===== src/rtl/mmio_pkg.sv =====
// Shared types and defaults for the two-master MMIO arbiter.
package mmio_pkg;

    // Arbiter FSM: wait for a request, wait on the fabric, pulse completion.
    typedef enum logic [1:0] {
        IDLE = 2'd0,
        BUSY = 2'd1,
        RESP = 2'd2
    } state_t;

    localparam logic [15:0] DEF_TIMEOUT_CYCLES = 16'd255;
    localparam logic [31:0] DEF_ERR_RDATA      = 32'hDEAD_BEEF;

endpackage


===== src/rtl/rr_arb2.sv =====
// Two-way round-robin picker. The requester not served last wins a tie;
// a lone requester always wins. Purely combinational.
module rr_arb2 (
    input  logic [1:0] req,
    input  logic       last_grant,   // 0 = m0 served last, 1 = m1 served last
    output logic [1:0] grant         // one-hot, all zero when nobody requests
);

    // Tie goes to whoever was not granted last; otherwise pass the request through.
    always_comb begin
        grant = req;
        if (req == 2'b11) begin
            grant = last_grant ? 2'b01 : 2'b10;
        end
    end

endmodule


===== src/rtl/mmio_arb.sv =====
// Two-master to one-slave MMIO arbiter with a per-transaction wait timeout.
// One transaction is in flight at a time: grant -> BUSY (slave request held
// stable) -> RESP (one-cycle ready pulse to the owning master).
module mmio_arb
    import mmio_pkg::*;
#(
    parameter logic [15:0] TIMEOUT_CYCLES = DEF_TIMEOUT_CYCLES,
    parameter logic [31:0] ERR_RDATA      = DEF_ERR_RDATA
) (
    input  logic        clk,
    input  logic        rst,
    input  logic [31:0] m0_addr,
    input  logic [31:0] m0_wdata,
    input  logic [3:0]  m0_wstrb,
    input  logic        m0_we,
    input  logic        m0_valid,
    output logic [31:0] m0_rdata,
    output logic        m0_ready,
    output logic        m0_err,
    input  logic [31:0] m1_addr,
    input  logic [31:0] m1_wdata,
    input  logic [3:0]  m1_wstrb,
    input  logic        m1_we,
    input  logic        m1_valid,
    output logic [31:0] m1_rdata,
    output logic        m1_ready,
    output logic        m1_err,
    output logic [31:0] s_addr,
    output logic [31:0] s_wdata,
    output logic [3:0]  s_wstrb,
    output logic        s_we,
    output logic        s_valid,
    input  logic [31:0] s_rdata,
    input  logic        s_ready
);

    // The timeout fires in the BUSY cycle that would bring the wait count to
    // TIMEOUT_CYCLES, so s_valid is held for exactly TIMEOUT_CYCLES cycles.
    localparam logic [15:0] LAST_WAIT = TIMEOUT_CYCLES - 16'd1;

    state_t      state_reg, state_next;
    logic        owner_reg, owner_next;      // master in service, doubles as last grant
    logic [15:0] wait_reg, wait_next;
    logic [31:0] addr_reg, addr_next;
    logic [31:0] wdata_reg, wdata_next;
    logic [3:0]  wstrb_reg, wstrb_next;
    logic        we_reg, we_next;
    logic        valid_reg, valid_next;
    logic [31:0] rdata_reg, rdata_next;
    logic        err_reg, err_next;

    logic [1:0]  req;
    logic [1:0]  grant;
    logic [1:0]  done;

    assign req = {m1_valid, m0_valid};

    rr_arb2 u_rr (
        .req        (req),
        .last_grant (owner_reg),
        .grant      (grant)
    );

    // FSM state register.
    always_ff @(posedge clk or negedge rst) begin
        if (!rst) begin
            state_reg <= IDLE;
        end else begin
            state_reg <= state_next;
        end
    end

    // Slave request, response and bookkeeping registers; owner resets to m1 so m0 wins first contention.
    always_ff @(posedge clk or negedge rst) begin
        if (!rst) begin
            owner_reg <= 1'b1;
            wait_reg  <= '0;
            addr_reg  <= '0;
            wdata_reg <= '0;
            wstrb_reg <= '0;
            we_reg    <= 1'b0;
            valid_reg <= 1'b0;
            rdata_reg <= '0;
            err_reg   <= 1'b0;
        end else begin
            owner_reg <= owner_next;
            wait_reg  <= wait_next;
            addr_reg  <= addr_next;
            wdata_reg <= wdata_next;
            wstrb_reg <= wstrb_next;
            we_reg    <= we_next;
            valid_reg <= valid_next;
            rdata_reg <= rdata_next;
            err_reg   <= err_next;
        end
    end

    // Next-state logic: arbitrate only in IDLE, freeze the request in BUSY.
    always_comb begin
        state_next = state_reg;
        owner_next = owner_reg;
        wait_next  = wait_reg;
        addr_next  = addr_reg;
        wdata_next = wdata_reg;
        wstrb_next = wstrb_reg;
        we_next    = we_reg;
        valid_next = valid_reg;
        rdata_next = rdata_reg;
        err_next   = err_reg;
        case (state_reg)
            IDLE: begin
                if (|req) begin
                    owner_next = grant[1];
                    addr_next  = grant[0] ? m0_addr  : m1_addr;
                    wdata_next = grant[0] ? m0_wdata : m1_wdata;
                    wstrb_next = grant[0] ? m0_wstrb : m1_wstrb;
                    we_next    = grant[0] ? m0_we    : m1_we;
                    valid_next = 1'b1;
                    wait_next  = '0;
                    state_next = BUSY;
                end
            end
            BUSY: begin
                if (s_ready) begin
                    // A slave answer in the timeout cycle still counts as success.
                    rdata_next = s_rdata;
                    err_next   = 1'b0;
                    valid_next = 1'b0;
                    state_next = RESP;
                end else begin
                    wait_next = wait_reg + 16'd1;
                    if (wait_reg == LAST_WAIT) begin
                        rdata_next = ERR_RDATA;
                        err_next   = 1'b1;
                        valid_next = 1'b0;
                        state_next = RESP;
                    end
                end
            end
            RESP: begin
                state_next = IDLE;
            end
            default: begin
                state_next = IDLE;
            end
        endcase
    end

    // Completion pulse goes only to the owner; everything else stays zero.
    for (genvar gi = 0; gi < 2; gi++) begin : g_done
        assign done[gi] = (state_reg == RESP) && (owner_reg == 1'(gi));
    end

    assign m0_ready = done[0];
    assign m0_rdata = done[0] ? rdata_reg : '0;
    assign m0_err   = done[0] & err_reg;
    assign m1_ready = done[1];
    assign m1_rdata = done[1] ? rdata_reg : '0;
    assign m1_err   = done[1] & err_reg;

    assign s_addr  = addr_reg;
    assign s_wdata = wdata_reg;
    assign s_wstrb = wstrb_reg;
    assign s_we    = we_reg;
    assign s_valid = valid_reg;

endmodule


===== config.mk =====
export PLATFORM = sky130hd
export DESIGN_NAME = mmio_arb
export DESIGN_NICKNAME = d
export VERILOG_FILES = /design/src/rtl/mmio_pkg.sv /design/src/rtl/rr_arb2.sv /design/src/rtl/mmio_arb.sv
export SDC_FILE = /design/constraint.sdc
export NUM_CORES = 1
export LEC_CHECK = 0
export ABC_AREA = 1
export CAP_MARGIN = 15
export CORE_AREA = 3 3 121 123
export CTS_BUF_LIST = sky130_fd_sc_hd__clkbuf_4 sky130_fd_sc_hd__clkbuf_8
export CTS_CLUSTER_DIAMETER = 30
export CTS_CLUSTER_SIZE = 24
export DETAILED_ROUTE_END_ITERATION = 10
export DIE_AREA = 0 0 124 126
export DONT_BUFFER_PORTS = 1
export SYNTH_ARGS = -nofsm -noshare
export SYNTH_HDL_FRONTEND = slang
export SYNTH_HIERARCHICAL = 1
export SYNTH_SLANG_ARGS = --single-unit

===== constraint.sdc =====
create_clock -name clk -period 1.42 [get_ports clk]
set_input_delay 0.213 -clock clk [delete_from_list [all_inputs] [get_ports clk]]
set_output_delay 0.213 -clock clk [all_outputs]
set_load 0.01 [all_outputs]

==> results of run 1 <==
-- placed cells by master (no fill, tap or decap), types with 25 or more instances in the layout --
cell type | Yosys | layout
buf_4 | 3 | 64
nor2_1 | 99 | 25
nand2_2 | 4 | 50
o21ai_1 | 11 | 99
dlygate4sd3_1 | 0 | 151
nand3_1 | 38 | 30
o21ai_2 | 2 | 38
inv_1 | 131 | 123
dfrtp_1 | 121 | 119
nand2_1 | 245 | 191
nor2_4 | 1 | 56
-- worst register-to-register path: cells and delay by family, from the launching register on --
kind / cells / cell delay, ns
buffers and inverters: 5 / 0.68
DFF: 1 / 0.56
and+or+nand+nor: 3 / 0.25
AOI/OAI and AO/OA: 2 / 0.20
-- layout make-up --
type | instances | area (um^2) | area share
inverter | 133 | 523.0 | 0.04685
tap | 180 | 225.2 | 0.02017
clock inverter | 8 | 140.1 | 0.01255
timing repair buffer | 279 | 3167 | 0.2836
sequential | 122 | 3057 | 0.2738
multi-input combinational | 601 | 3742 | 0.3352
timing repair inverter | 1 | 6.256 | 0.0005603
clock buffer | 23 | 304.0 | 0.02723
-- repair_timing --
item / 4_1_cts / 5_1_grt
pin swaps: 14 / 54
buffers inserted: 18 / 28
gates resized for setup: 183 / 231
gates cloned: 17 / 17
endpoints found under the hold margin: 217 / 122
endpoints found under the setup margin: 164 / 187
-- power by group through the flow --
stage | logic [mW] | registers, mW | clock network [mW]
5_1_grt | 8.91 | 7.08 | 3.72
4_1_cts | 6.20 | 6.79 | 3.55
6_report | 8.25 | 7.03 | 3.53
3_5_place_dp | 4.66 | 6.77 | 0
3_3_place_gp | 4.44 | 6.79 | 0
2_1_floorplan | 3.35 | 6.32 | 0
-- stage by stage --
| stage | setup slack, ns | cell area (um^2) | util | std cells | hold WS (ns) |
|---|---|---|---|---|---|
| after global placement | -0.07684 | 7183 | 0.5215 | 1093 | -0.07727 |
| after global routing | -0.6336 | 11160 | 0.8106 | 1347 | -0.5726 |
| after detailed placement | -0.1273 | 7183 | 0.5215 | 1093 | -0.07807 |
| after floorplan | -0.03243 | 6605 | - | 895 | -0.08259 |
| after CTS | -0.5150 | 10040 | 0.7287 | 1309 | -0.5701 |
| final | -0.5454 | 11160 | 0.8106 | 1347 | -0.5427 |
-- per-layer routing --
layer	global-route usage	share of wire	wire (um)
met5	0	0	0
met2	0.5183	0.50	14470
met1	0.3401	0.33	9582
met4	0.1920	0.067	1946
met3	0.09609	0.10	2979
-- path summary, 6_finish.rpt --
kind,endpoint,cells after the start
max,m0_rdata[9],6
min,rdata_reg[5]$_DFFE_PN0P_,0
max reg2reg,s_addr[17]$_DFFE_PN0P_,10
min reg2reg,rdata_reg[23]$_DFFE_PN0P_,2
max in group asynchronous,wait_reg[13]$_DFFE_PN0P_,0
min in group clk,s_wdata[17]$_DFFE_PN0P_,4
-- kinds of logic after synthesis --
logic type,after synthesis
XOR/XNOR,1
adder cells (fa/ha/maj),2
AND/OR/NAND/NOR,433
flip-flops,122
buffers and inverters,181
AO/OA/AOI/OAI,156
==> reports/results.txt, run 1 <==
Comb pwr share -> 0.439
Commonest cells post-synth -> nand2_1 (245), o21ai_0 (135), inv_1 (131), dfrtp_1 (121), nor2_1 (99)
Launch point of the worst path -> state_reg[1]$_DFFE_PN0P_
Synthesis-to-layout area growth -> 73.20%
NetSw -> 8.233 mW
Status -> finished, violations left
Peak VDD IR -> 0.9388 mV
First-pass GRT wire length -> 37760 um
Drc violations -> 0
Clk network pwr share -> 0.188
Clock-pin slew on the worst setup and hold paths -> 0.07 ns
Final count of negative-setup-slack endpoints -> 163
Total gr overflow -> 0
Root Buffer -> clkbuf_8
Iter 0 DRT Violations -> 685
Clock Latency Late Sink -> 0.45 ns
H-tree levels -> 4
TritonCTS Buffers -> 17
Routed Antenna Nets -> 0
CTS Buffer Depth -> 2
Drt first pass iters -> 5
Multiplexer area fraction after synthesis -> 0
Final Hold Vio Count -> 122
# rows -> 43
P_leak -> 5.252 nW
Critical path arrival -> 1.75 ns
Die extent in x -> 124 um
Crit-path cells -> inv_2 > nor3_4 > inv_4 > clkbuf_16 > nor2_2 > buf_4
Startpoint types -> flip-flop
XOR/XNOR share of the synthesized area -> 0.001359
Worst-Margin Slew -> 0.7970 ns
Initial core utilization -> 0.4680
Final setup margin -> -0.5454 ns
Slowest-stage cell, CP -> dfrtp_1
Min Clock Period, post-route -> 1.965 ns
CTS tree -> done
Classification of the worst setup path -> flip-flop to primary output
Largest family of logic cells by synthesized area -> simple AND/OR/NAND/NOR gates
Worst Clk Skew -> 0.01166 ns
Critical Path RT -> 1.21 ns
Final worst path period share -> 1.384
Chip Height -> 126 um
Seq pwr share -> 0.374
Via count -> 7713
Count leader, synth -> nand2_1
Internal power -> 10.56 mW
Reg2Reg Setup Slack -> -0.39 ns
Total GRT Usage -> 0.3104
Vias in the first global route -> 7382
Syn Std Cell Area -> 6446 um^2
Power Density -> 1684 nW/um^2
Overall power -> 18.80 mW
Mapped Nets -> 1072
Detailed Place HPWL -> 13070 um
Fraction of registers with async set/reset -> 1.000
IO Count -> 313
Syn_area_per_cell -> 7.202 um^2
Post-synthesis register bit count -> 122
Cells after Synth -> 895
Final Max Slew Viols -> 0
Critical Path End Type -> primary output
Sw Share -> 0.4380
MaxCap Viol Count -> 0
Share of layout cells above drive strength 1 -> 0.3410
Synth warn -> 6
Clock Sinks -> 122
Core Box Area -> 13770 um^2
Die ar. -> 15620 um^2
# nets final -> 1332
RSZ-0062 raised after global routing -> true
Fmax -> 508.8 MHz
Max incr delay on CP -> 0.41 ns
Synth Area in Compound Gates -> 0.1231
Failing checks -> hold timing, setup timing
CP bufs+invs -> 4
Top-area cell type share of the netlist area -> 0.4697
Post-synth cell types -> 30
WL per Instance -> 21.51 um
Largest net degree at the start of global routing -> 123
Worst Hold Class -> primary input to async pin
ANT cells -> 0
EDFF count, synth -> 0
Area share of fa/ha/maj cells after synthesis -> 0.003882
Cell family with most CP delay -> buffers and inverters
Area leader, netlist -> dfrtp_1
PortBufs -> 0
Initial antenna violation count -> 0
Synth Area in Simple Gates -> 0.2834
Final wirelength -> 28980 um
Fill cells -> 714
Seq/Total Area, Yosys -> 0.4738
GPL Wtd Cong -> 0.8745
Relative slew margins -> 0.4674
Main synth FF type -> dfrtp_1
Worst r2r src -> owner_reg$_DFFE_PN1P_
Setup TNS -> -49.65 ns
CP Max Fanout -> 8
Drt via density -> 5.726
Synth area leaders -> dfrtp_1 (47%), nand2_1 (14%), o21ai_0 (10%)
CTS Hold Bufs -> 151
Final Hold Slack -> -0.5427 ns
(Power assumes the default switching activity.)
==> run 2, diff against run 1 <==
GPL_TIMING_DRIVEN = 1   (was default)
==> results of run 2 <==
Same layout as run 1: the final DEF is identical, and so are final timing and power.
